--- src/rtl/codec_startup_pkg.sv ---
// Shared types and constants for the CODEC start-up sequencer:
// state encoding, default cycle counts at 12 MHz, and the counter-width helper.
package codec_startup_pkg;

    typedef enum logic [2:0] {
        IDLE       = 3'd0,
        PDN_LOW    = 3'd1,
        PDN_SETTLE = 3'd2,
        INIT_WAIT  = 3'd3,
        UNMUTE     = 3'd4,
        RUN        = 3'd5,
        FAULT      = 3'd6
    } state_e;

    localparam int unsigned DEF_PDN_CYCLES    = 1200;
    localparam int unsigned DEF_SETTLE_CYCLES = 12000;
    localparam int unsigned DEF_INIT_TIMEOUT  = 1200000;
    localparam int unsigned DEF_UNMUTE_CYCLES = 120000;
    localparam int unsigned DEF_MAX_RETRIES   = 3;

    // A zero cycle count would make a timed state meaningless, so it means one cycle.
    function automatic int unsigned clamp1(input int unsigned v);
        return (v == 0) ? 1 : v;
    endfunction

    // One bit more than needed for the longest interval, so N-1 always fits.
    function automatic int unsigned cnt_width(input int unsigned a,
                                              input int unsigned b,
                                              input int unsigned c,
                                              input int unsigned d);
        int unsigned m;
        m = clamp1(a);
        if (clamp1(b) > m) m = clamp1(b);
        if (clamp1(c) > m) m = clamp1(c);
        if (clamp1(d) > m) m = clamp1(d);
        return $clog2(m) + 1;
    endfunction

endpackage

--- src/rtl/codec_startup_seq.sv ---
// CODEC bring-up sequencer in the 12 MHz domain: power-down pulse, settle wait,
// I2C init handshake with timeout, unmute delay, then audio enable.
// One FSM shares a single down-counter across all timed states; every output
// is registered from the current state, so outputs lag the state by one cycle.
// Optional build macro CODEC_STARTUP_RETRY_EN: init failures re-power the CODEC
// up to MAX_RETRIES times before giving up in FAULT.
module codec_startup_seq
    import codec_startup_pkg::*;
#(
`ifdef CODEC_STARTUP_RETRY_EN
    parameter int unsigned MAX_RETRIES   = DEF_MAX_RETRIES,
`endif
    parameter int unsigned PDN_CYCLES    = DEF_PDN_CYCLES,
    parameter int unsigned SETTLE_CYCLES = DEF_SETTLE_CYCLES,
    parameter int unsigned INIT_TIMEOUT  = DEF_INIT_TIMEOUT,
    parameter int unsigned UNMUTE_CYCLES = DEF_UNMUTE_CYCLES
) (
    input  logic       clk_12m,
    input  logic       rst_n,
    input  logic       restart,
    input  logic       init_done,
    input  logic       init_err,
    output logic       codec_pdn_n,
    output logic       init_req,
    output logic       audio_en,
    output logic       fault,
    output logic [2:0] state_o
);

    localparam int unsigned CW = cnt_width(PDN_CYCLES, SETTLE_CYCLES, INIT_TIMEOUT, UNMUTE_CYCLES);
    typedef logic [CW-1:0] cnt_t;

    localparam cnt_t PDN_LOAD    = cnt_t'(clamp1(PDN_CYCLES) - 1);
    localparam cnt_t SETTLE_LOAD = cnt_t'(clamp1(SETTLE_CYCLES) - 1);
    localparam cnt_t INIT_LOAD   = cnt_t'(clamp1(INIT_TIMEOUT) - 1);
    localparam cnt_t UNMUTE_LOAD = cnt_t'(clamp1(UNMUTE_CYCLES) - 1);

`ifdef CODEC_STARTUP_RETRY_EN
    localparam int unsigned MAXR_N = clamp1(MAX_RETRIES);
    localparam int unsigned RW     = $clog2(MAXR_N + 1);
    localparam logic [RW-1:0] MAXR_VAL = RW'(MAXR_N);

    logic [RW-1:0] retry_q, retry_d;
`endif

    state_e     state_q, state_d;
    cnt_t       cnt_q, cnt_d;
    logic       entry_q, entry_d;
    logic       init_fail;

    logic       pdn_q, pdn_d;
    logic       req_q, req_d;
    logic       audio_q, audio_d;
    logic       fault_q, fault_d;
    logic [2:0] state_out_q;

    // Next state, counter reload/decrement and the registered-output next values.
    always_comb begin
        state_d   = state_q;
        cnt_d     = cnt_q;
        init_fail = 1'b0;
`ifdef CODEC_STARTUP_RETRY_EN
        retry_d   = retry_q;
`endif

        if (restart && (state_q != IDLE)) begin
            state_d = PDN_LOW;
            cnt_d   = PDN_LOAD;
`ifdef CODEC_STARTUP_RETRY_EN
            retry_d = '0;
`endif
        end else begin
            case (state_q)
                IDLE: begin
                    state_d = PDN_LOW;
                    cnt_d   = PDN_LOAD;
                end
                PDN_LOW: begin
                    if (cnt_q == '0) begin
                        state_d = PDN_SETTLE;
                        cnt_d   = SETTLE_LOAD;
                    end else begin
                        cnt_d = cnt_q - cnt_t'(1);
                    end
                end
                PDN_SETTLE: begin
                    if (cnt_q == '0) begin
                        state_d = INIT_WAIT;
                        cnt_d   = INIT_LOAD;
                    end else begin
                        cnt_d = cnt_q - cnt_t'(1);
                    end
                end
                INIT_WAIT: begin
                    if (init_err) begin
                        init_fail = 1'b1;
                    end else if (init_done) begin
                        state_d = UNMUTE;
                        cnt_d   = UNMUTE_LOAD;
                    end else if (cnt_q == '0) begin
                        init_fail = 1'b1;
                    end else begin
                        cnt_d = cnt_q - cnt_t'(1);
                    end
                end
                UNMUTE: begin
                    if (cnt_q == '0) begin
                        state_d = RUN;
                        cnt_d   = '0;
`ifdef CODEC_STARTUP_RETRY_EN
                        retry_d = '0;
`endif
                    end else begin
                        cnt_d = cnt_q - cnt_t'(1);
                    end
                end
                RUN, FAULT: begin
                    cnt_d = '0;
                end
                default: begin
                    state_d = IDLE;
                    cnt_d   = '0;
                end
            endcase

            if (init_fail) begin
`ifdef CODEC_STARTUP_RETRY_EN
                if (retry_q == MAXR_VAL) begin
                    state_d = FAULT;
                    cnt_d   = '0;
                end else begin
                    retry_d = retry_q + RW'(1);
                    state_d = PDN_LOW;
                    cnt_d   = PDN_LOAD;
                end
`else
                state_d = FAULT;
                cnt_d   = '0;
`endif
            end
        end

        entry_d = (state_d != state_q);
        pdn_d   = !((state_q == IDLE) || (state_q == PDN_LOW) || (state_q == FAULT));
        req_d   = (state_q == INIT_WAIT) && entry_q;
        audio_d = (state_q == RUN);
        fault_d = (state_q == FAULT);
    end

    // State, counter and output registers; reset forces everything back at once.
    always_ff @(posedge clk_12m) begin
        if (!rst_n) begin
            state_q     <= IDLE;
            cnt_q       <= '0;
            entry_q     <= 1'b0;
            pdn_q       <= 1'b0;
            req_q       <= 1'b0;
            audio_q     <= 1'b0;
            fault_q     <= 1'b0;
            state_out_q <= 3'd0;
        end else begin
            state_q     <= state_d;
            cnt_q       <= cnt_d;
            entry_q     <= entry_d;
            pdn_q       <= pdn_d;
            req_q       <= req_d;
            audio_q     <= audio_d;
            fault_q     <= fault_d;
            state_out_q <= state_q;
        end
    end

`ifdef CODEC_STARTUP_RETRY_EN
    // Retry budget consumed by failed init attempts.
    always_ff @(posedge clk_12m) begin
        if (!rst_n) begin
            retry_q <= '0;
        end else begin
            retry_q <= retry_d;
        end
    end
`endif

    assign codec_pdn_n = pdn_q;
    assign init_req    = req_q;
    assign audio_en    = audio_q;
    assign fault       = fault_q;
    assign state_o     = state_out_q;

endmodule

--- config.mk ---
export PLATFORM = sky130hd
export DESIGN_NAME = codec_startup_seq
export DESIGN_NICKNAME = d
export VERILOG_FILES = /design/src/rtl/codec_startup_pkg.sv /design/src/rtl/codec_startup_seq.sv
export SDC_FILE = /design/constraint.sdc
export NUM_CORES = 1
export LEC_CHECK = 0
export ABC_AREA = 1
export CAP_MARGIN = 25
export CORE_ASPECT_RATIO = 0.75
export CORE_MARGIN = 5
export CORE_UTILIZATION = 55
export CTS_CLUSTER_SIZE = 40
export DETAILED_ROUTE_END_ITERATION = 10
export HOLD_SLACK_MARGIN = 0.03
export PLACE_DENSITY = 0.72
export SLEW_MARGIN = 10
export SYNTH_ARGS = -nofsm -noshare
export SYNTH_HDL_FRONTEND = slang
export SYNTH_SLANG_ARGS = --single-unit
--- constraint.sdc ---
create_clock -name clk_12m -period 4.99 [get_ports clk_12m]
set_clock_uncertainty 0.05 [all_clocks]
set_input_delay 1.2475 -clock clk_12m [delete_from_list [all_inputs] [get_ports clk_12m]]
set_output_delay 1.2475 -clock clk_12m [all_outputs]
set_load 0.005 [all_outputs]
# [Word level (Yosys, flattened, before mapping)]
# Cells that the tools add are included.
[word_totals] inputBits=5 output_inout_bits=7 ff_bits=33 word_cells=56
[classes] bitwise_logic=1 mux=22 n_eq_ne=11 n_reduce_logical=12 add_sub_neg=1
[op_table] cell="$mux W22" count=6
[op_table] cell="$pmux W22 S5" count=1
[op_table] cell="$logic_not A22 Y1" count=1
[op_table] cell="$mux W11" count=2
[op_table] cell="$sub A22 B1 Y22 const B" count=1
[op_table] cell="$mux W3" count=7
[op_table] cell="$pmux W3 S6" count=1
[op_table] cell="$eq A3 B3 Y1 const B" count=3
[op_table] cell="$eq A3 B2 Y1 const B" count=2
[op_table] cell="$mux W1" count=5
[op_table] cell="$ne A5 B5 Y1 const B" count=1
[op_table] cell="$ne A4 B4 Y1 const B" count=1
[op_table] cell="$reduce_and A2 Y1" count=2
[op_table] cell="$eq A3 B1 Y1 const B" count=1
[op_table] cell="$logic_not A3 Y1" count=1
[op_table] cell="$ne A3 B3 Y1" count=1
[op_table] cell="$ne A3 B3 Y1 const B" count=1
[op_table] cell="$reduce_bool A3 Y1" count=1
[op_table] cell="$reduce_or A3 Y1" count=1
[op_table] cell="$logic_and A1 B1 Y1" count=2
[op_table] cell="$logic_or A1 B1 Y1" count=2
[op_table] cell="$ne A2 B2 Y1 const B" count=1
[op_table] cell="$reduce_or A2 Y1" count=1
[op_table] cell="$logic_not A1 Y1" count=1
[op_table] cell="$not A1 Y1" count=1

# [Depth between registers and ports, before layout]
[depth] ltp_word=9 ltp_mapped=14 depth_no_buf=14

# [Worst setup path after synthesis]
# OpenSTA, ideal clock, no wires.
[synth_path] path_kind="input to register" startpoint="in init_err" endpoint="reg cnt_q[8]" slack_ns=2.799 t_arrival_ns=2.062 n_path_buf=0 t_required_ns=4.861 setup_ns=0.079 path_stages=9 cell_sequence="inv_1 -> nand2_1 -> nand2_1 -> clkinv_1 -> nand2_1 -> o21ai_0 -> nor2_1 -> inv_2 -> a211oi_2"
[synth_between] elab_chain_cells=4 word_cells_on_any_way=6
[synth_lines] element="start, declared" line_no="codec_startup_seq.sv:22" source="input logic init_err,"
[synth_lines] element="$mux W1" line_no="codec_startup_seq.sv:95" source="if (init_err) begin"
[synth_lines] element="$mux W1" line_no="codec_startup_seq.sv:73" source="case (state_q)"
[synth_lines] element="$mux W1" line_no="codec_startup_seq.sv:66" source="if (restart && (state_q != IDLE)) begin"
[synth_lines] element="$reduce_or A3 Y1 (no source line)"
[synth_lines] element="end signal, assigned" line_no="codec_startup_seq.sv:163" source="cnt_q <= cnt_d;"
[synth_lines] element="end, declared" line_no="codec_startup_seq.sv:47" source="cnt_t cnt_q, cnt_d;"
# Parallel ways exist; a longest one is shown, timed or not. The select of a mux whose other input is x is not followed.
# A chain may end at the register's enable or synchronous reset.

# [Final worst setup path]
[layout_path] startpoint="in init_done" endpoint="reg cnt_q[11]"
[layout_between] elab_chain_cells=5 word_cells_on_any_way=10
[layout_lines] element="start, declared" line_no="codec_startup_seq.sv:21" source="input logic init_done,"
[layout_lines] element="$mux W1" line_no="codec_startup_seq.sv:97" source="end else if (init_done) begin"
[layout_lines] element="$mux W1" line_no="codec_startup_seq.sv:95"
[layout_lines] element="$mux W1" line_no="codec_startup_seq.sv:73"
[layout_lines] element="$mux W1" line_no="codec_startup_seq.sv:66"
[layout_lines] element="$reduce_or A3 Y1 (no source line)"
# Parallel ways exist; a longest one is shown, timed or not. The select of a mux whose other input is x is not followed.

==> metrics.txt <==
vias in the first global route 1,616; pin count of the biggest net entering global routing 15; Mapped Area 2008 um^2; leak pwr 1.084 nW; Worst Path Class, Setup in -> reg; I/O Buffers 11; die height 62.33 um; drt total wl 4.759 mm; final hold vios 0; CP max stage delay 0.56 ns; flop2flop setup slack 2.74 ns; Rows 19; capturing point of the worst reg2reg path cnt_q[11]; cell family with most CP delay simple AND/OR/NAND/NOR gates; #FFs+latches synth 33; Synth cell types 27; Synth Instances 300; fmax 0.3348 GHz; drc violations 0; DR iter-0 viols 156; Setup crit end kind flop; Starting Density 55.94%; root buffer cell clkbuf_8; Critical Path RT 5.17 ns; worst slack, placed 1.752 ns; area leader, netlist dfxtp_1; Worst Path Arrival 3.17 ns; RR Startpoint cnt_q[0]; Post-CTS Setup Bufs 0; total congestion overflow 0; Post-CTS Resized 0; area growth from synthesis to final layout 12.59%; clock sink total 33; Core Footprint 3590 um^2; RSZ-0062 raised after global routing no; total power 0.6712 mW; Cells on Worst Hold Path 2; I/O Pins 12; r2r worst-path depth 11; GPL Wtd Cong 0.9113; most used cell, CP nand2_1; Hold Path Origin entry_q; CP cell instances clkdlybuf4s50_1, nand2_1, nand2_1, clkinv_1, nand2_1, o21ai_0, nor2_1, nand2_1, a21oi_1; clock latency on the worst-skew pair 0.30 ns; Total GRT Usage 19.96%; nets 321; Synth Warn # 0; wire length of the first global-routing pass 7.866 mm; ANT nets after route 0; Synth Net Count 307; Max FO, Critical Path 11; Worst-path clk slew 0.08 ns; Power Density 296.9 nW/um^2; clk buf depth 2; layout cells sized above 1 12.70%; Rel. slew slack 70.53%; Hold Crit Class reg -> reg; CP Launch Type input port; Synth area leaders dfxtp_1, nand2_1, nor2_1, inv_1, a21oi_1; Die ar. 4972 um^2; fin. max-slew vios 0; htree depth 2; CTS Buf Count 5; Final TNS setup 0 ns; Min Hold Slack 0.3795 ns; Buf/Inv on CP 2; Chip Width 79.78 um; Detail Placement HPWL 3.639 mm; worst slew pin tran 0.4416 ns; setup violators final 0; post-route minimum period 2.986 ns; Pre-antenna DRT Iters 7; CTS tree done; Slowest cell on crit path clkdlybuf4s50_1; Hold Buf Count CTS 0; vias per cell 5.166; Routed WL per cell 12.97 um; share of the synthesized area in the top cell type 32.90%; maximum vdd drop 0.1971 mV; Hold EP init_req; Via Count 1,896; register area share after synthesis 32.90%; synthesized area per cell 6.694 um^2; Max Cap Viol 0; outcome completed; fin crit share 59.85%; Final WS setup 2.004 ns; Antenna diodes 0; initial antenna violation count 0
## cells by family (layout without fill, tap and decap cells)
kind of cell,Yosys count,after routing,synth area share [%]
adders and majority gates,2,2,1.246
DFF,33,33,32.90
AOI/OAI and AO/OA,40,40,10.59
xor gates and xnor gates,15,15,6.542
buffers and inverters,37,52,7.351
and+or+nand+nor,173,173,41.37
## per-stage QoR
step           utilization, %  area (um^2)  std cells
3_5_place_dp            60.16         2160        359
5_1_grt                 62.98         2261        367
4_1_cts                 62.98         2261        367
6_report                62.98         2261        367
3_3_place_gp            60.16         2160        359
2_1_floorplan               -         2008        300
## worst min-delay path, delay by kind of cell, from the launching register on
kind / cells / cell delay (ns)
and+or+nand+nor: 2 / 0.10
DFF: 1 / 0.30
## cell usage after synthesis
cell,instances
clkbuf_1,2
a22oi_1,1
a21oi_1,21
nor2_1,42
dfxtp_1,33
nand3_1,18
ha_1,2
inv_1,29
xnor2_1,8
o31ai_1,1
nand2_2,9
nand4_4,1
nand3_2,1
inv_2,3
clkinv_1,1
nand3_4,1
buf_6,1
nor2_2,9
nand4_1,6
nand3b_1,1
buf_2,1
nand2_1,74
nor2_4,7
xor2_1,7
a211oi_2,1
o21ai_0,16
nor3_1,4
## where the power goes
group,total [mW],internal [mW],switching (mW)
registers,0.289,0.276,0.0132
logic,0.153,0.0536,0.0991
clock network,0.229,0.125,0.105
total,0.671,0.454,0.217
## sequential cells by signal (all words and copies together) (netlist names)
signal and flops:
audio_en 1, cnt_q 22, codec_pdn_n 1, entry_q 1, fault 1, init_req 1, state_o 3, state_q 3
## how the worst max path moves through the flow
| stage | from | endpoint | slack (ns) | cells after the start |
|---|---|---|---|---|
| finish | init_done | cnt_q[11] | 2.00 | 9 |
| global route | init_done | cnt_q[11] | 1.85 | 9 |
| CTS | init_done | cnt_q[9] | 2.07 | 9 |
| detailed placement | init_done | cnt_q[11] | 1.75 | 9 |
| global placement | init_done | cnt_q[11] | 1.81 | 9 |
| floorplan | init_err | cnt_q[8] | 2.80 | 9 |
## per-layer routing
metal  routed length (um)  vias up  GRT usage (%)
li1                     -      986              -
met1                 2580      836          32.89
met2                 1782       64          24.17
met3                  326       10          4.624
met4                   70        0          6.751
met5                    0        -              0
## cell usage in the layout, fill, tap and decap left out
master            n
nand2_1          74
nor2_1           42
dfxtp_1          33
inv_1            29
a21oi_1          21
nand3_1          18
o21ai_0          16
clkdlybuf4s50_1  11
nor2_2            9
nand2_2           9
xnor2_1           8
nor2_4            7
xor2_1            7
clkbuf_8          7
nand4_1           6
nor3_1            4
inv_2             3
ha_1              2
nand3_4           1
clkinv_1          1
nand4_4           1
nand3_2           1
o31ai_1           1
nand3b_1          1
a22oi_1           1
a211oi_2          1
clkinv_2          1
## layout make-up
| cell class | count | area [um^2] |
|---|---|---|
| timing repair buffer | 11 | 110.1 |
| clock buffer | 7 | 96.34 |
| clock inverter | 1 | 5.005 |
| inverter | 33 | 123.9 |
| tap | 52 | 65.06 |
| multi-input combinational | 230 | 1200 |
| fill | 322 | 1329 |
| sequential | 33 | 660.6 |
Note: power is estimated with default switching activity, not from simulation.
==> RTL change 1: new RTL, same flow settings <==
The package constant `DEF_SETTLE_CYCLES` goes from 12000 to 48000.
--- a/src/rtl/codec_startup_pkg.sv
+++ b/src/rtl/codec_startup_pkg.sv
@@ -15,3 +15,3 @@
     localparam int unsigned DEF_PDN_CYCLES    = 1200;
-    localparam int unsigned DEF_SETTLE_CYCLES = 12000;
+    localparam int unsigned DEF_SETTLE_CYCLES = 48000;
     localparam int unsigned DEF_INIT_TIMEOUT  = 1200000;
Formal check against the unedited RTL: same outputs for any inputs over 10 cycles, from zero or initial values and one cycle with rst_n low; that may be too few to reach the edited logic, so the function may still have changed.
==> RTL change 1 against the original RTL <==
- register-to-register slack better by 0.29 ns
- combinational power down 12%
- routed wire length down 11%
- die area down 3.7%
- setup slack better by 0.48 ns
- final area down 4.9%
- sequential cell count unchanged
- synthesized area down 4.3%
- power down 5.8%
==> RTL change 1: results (changes against the original RTL) <==
layout:
  layout-drive-gt1-share: 0.1661  # +0.03911
  nets: 296  # -7.8%
global_route:
  met1_usage: 0.2841  # -0.04486
  grt_pass1_vias: 1515  # -6.3%
  grt_pass1_wl_um: 7100  # -9.7%
  use_met2: 0.2768  # +0.03516
  use_met3: 0.05556  # +0.009313
sta:
  timing.slew.headroom: 0.6945  # -0.01079
  setup_ws_ns: 2.484  # +0.4804 ns
critical_path:
  worstPathMaxFanout: 8  # -3
  path_delay_family: "buffers and inverters"
  reg2reg_depth: 9  # -2
  cpPeakStageDelay_ns: 0.54  # -0.02 ns
  reg2reg_from: "state_q[0]"
  critPathCapture: "cnt_q[13]"
  cp.arrival_ns: 2.67  # -0.50 ns
logic_synthesis:
  synth_compound_area_frac: 0.1094  # +0.003456
  yosys-top-cells-count: "nand2_1 (55), nor2_1 (40), dfxtp_1 (33)"
  seq_area_frac_synth: 0.3438  # +0.01478
placement:
  preCtsSetupSlack_ns: 2.207  # +0.4548 ns
  place.gp.congestion: 0.9284  # +1.9%
route:
  dr.pass1.iters: 4  # -3
  drt_iter0_markers: 184  # +18%
  wl_per_cell_um: 12.91  # -0.45%
  met1_length_um: 2145  # -17%
status:
  status: "finished clean"
==> RTL change 1: cell types whose count changed after synthesis, sizes merged, moves of 2 or more <==
cell / change
inv: -3
nand4: -2
xor2: +2
a21oi: -6
nand3: +2
a31oi: +3
clkbuf: -2
nand2: -17
o21ai: +3
==> RTL change 1: cells by family (layout without fill, tap and decap cells) <==
kind of cell,Yosys count,after routing
flip-flops,33,33
AO/OA/AOI/OAI,37,37
XOR/XNOR,16,16
adder cells (fa/ha/maj),2,2
AND/OR/NAND/NOR,154,154
buffers and inverters,31,47
==> RTL change 1: final cells by class <==
type / instances / area [µm²]
Clock buffer: 7 / 86.33
Sequential cell: 33 / 660.6
Timing Repair Buffer: 11 / 110.1
Fill cell: 314 / 1184
Inverter: 29 / 113.9
Multi-Input combinational cell: 209 / 1129
Tap cell: 40 / 50.05
==> RTL change 1: worst min path at each step <==
stage	startpoint	endpoint	slack, ns	depth (start not counted)
floorplan	entry_q	init_req	0.35	2
global placement	entry_q	init_req	0.37	2
detailed placement	entry_q	init_req	0.38	2
CTS	entry_q	init_req	0.39	2
global route	entry_q	init_req	0.43	2
finish	entry_q	init_req	0.39	2
==> RTL change 1: power breakdown <==
group	total, mW	switching (mW)	internal (mW)	leakage [nW]
clock	0.206	0.0966	0.109	0.0443
combinational	0.135	0.0856	0.0495	0.660
sequential	0.291	0.0143	0.277	0.269
total	0.632	0.196	0.436	0.974
==> RTL change 1: per-stage QoR <==
step	hold slack, ns	area, µm²	std cells
6_report	0.3929	2150	329
5_1_grt	0.4266	2150	329
4_1_cts	0.3921	2150	329
3_5_place_dp	0.3831	2063	322
3_3_place_gp	0.3658	2063	322
2_1_floorplan	0.3522	1922	273
==> RTL change 2: new RTL, config.mk and constraints unchanged <==
Made on the original files. The output `fault` loses its register stage (`fault_q` becomes a continuous assignment).
--- a/src/rtl/codec_startup_seq.sv
+++ b/src/rtl/codec_startup_seq.sv
@@ -158,3 +158,2 @@
             audio_q     <= 1'b0;
-            fault_q     <= 1'b0;
             state_out_q <= 3'd0;
@@ -167,3 +166,2 @@
             audio_q     <= audio_d;
-            fault_q     <= fault_d;
             state_out_q <= state_q;
@@ -171,2 +169,4 @@
     end
+
+    assign fault_q = fault_d;
 
Formal check against the unedited RTL: same outputs for any inputs over 10 cycles, from zero or initial values and one cycle with rst_n low; that may be too few to reach the edited logic, so the function may still have changed.
==> RTL change 2 against the original RTL <==
- register-to-register slack improved by 0.29 ns
- routed wire length shrank 3.1%
- final area increased by 1.3%
- power is 1.8% higher
- largest power group unchanged
- synthesized area increased by 1.3%
- clock power decreased by 7%
- fmax fell by 1.4%
- setup slack lost 0.042 ns
- die area grew 1.1%
- synthesized cell count shrank 2.0%
- combinational power grew 18%
- sequential cell count fell by 1
- sequential share of layout area shrank 1.2 points
==> RTL change 2: results (changes against the original RTL) <==
route:
  wl_um: 4610  # -3.1%
  drt_iter0_markers: 125  # -20%
  viasPerCell: 5.075  # -1.8%
layout:
  layout-drive-gt1-share: 0.1748  # +0.04777
  fill_cells: 327  # +1.6%
  nets: 316  # -1.6%
logic_synthesis:
  synthDistinctLibCells: 37  # +37%
  seq_area_frac_synth: 0.3149  # -0.01409
  syn-num-nets: 301  # -2.0%
  synth.avg_cell_area_um2: 6.920  # +3.4%
  yosys.area_share.adder: 0.01230  # -0.0001609
  synth_area_leaders: "dfxtp_1 (31%), nand2_1 (12%), nor2_1 (7.0%)"
placement:
  hpwl_um: 3595  # -1.2%
  place.gp.congestion: 0.8846  # -2.9%
  place_inst: 354  # -1.4%
  dpl_cell_area_um2: 2193  # +1.6%
critical_path:
  worst_path_max_delay_cell: "dfxtp_1"
  reg2reg_depth: 10  # -1
  worstSetupStartpoint: "state_q[1]"
  cp-end-kind: "output port"
  worstPathMaxFanout: 6  # -5
  critPathCapture: "fault"
  path_delay_family: "buffers and inverters"
  rr_endpoint: "cnt_q[20]"
sta:
  fmax_ghz: 0.3302  # -1.4%
pwr:
  p_leak_nw: 1.087  # +0.29%
status:
  status: "finished clean"
global_route:
  grt_pass1_wl_um: 8142  # +3.5%
  grt_use_total: 0.2071  # +0.007489
clocking:
  cts.clk_slew.worst_paths_ns: 0.06  # -0.02 ns
-- RTL change 2: cell count changes in the layout (fill, tap and decap cells not counted), moves of 2 or more --
cell	delta
xor2_1	+2
nand3_1	-4
inv_2	+8
xnor2_1	-3
o21ai_1	+4
o21ai_0	-9
nor2_1	-4
inv_1	+3
nand2_1	-10
nand4_1	+2
nor2_2	-2
-- RTL change 2: layout make-up --
type                       count  area [µm²]  area share
clock buffer                   7       96.34     0.04208
inverter                      44       167.7     0.07322
multi-input combinational    215        1210      0.5284
sequential                    32       640.6      0.2798
tap                           52       65.06     0.02842
timing repair buffer          11       110.1     0.04809
-- RTL change 2: where the power goes --
group	internal, mW	total (mW)	switching (mW)
clock	0.123	0.214	0.0916
sequential	0.271	0.288	0.0174
combinational	0.0636	0.181	0.117
-- RTL change 2: routing by layer --
layer  vias up  global-route usage  part of all wire
met5         -                   0                 0
met4         0             0.06329            0.0095
met3         4             0.04467             0.044
met2        35              0.2965              0.43
met1       825              0.3061              0.52
li1        968                   -                 -
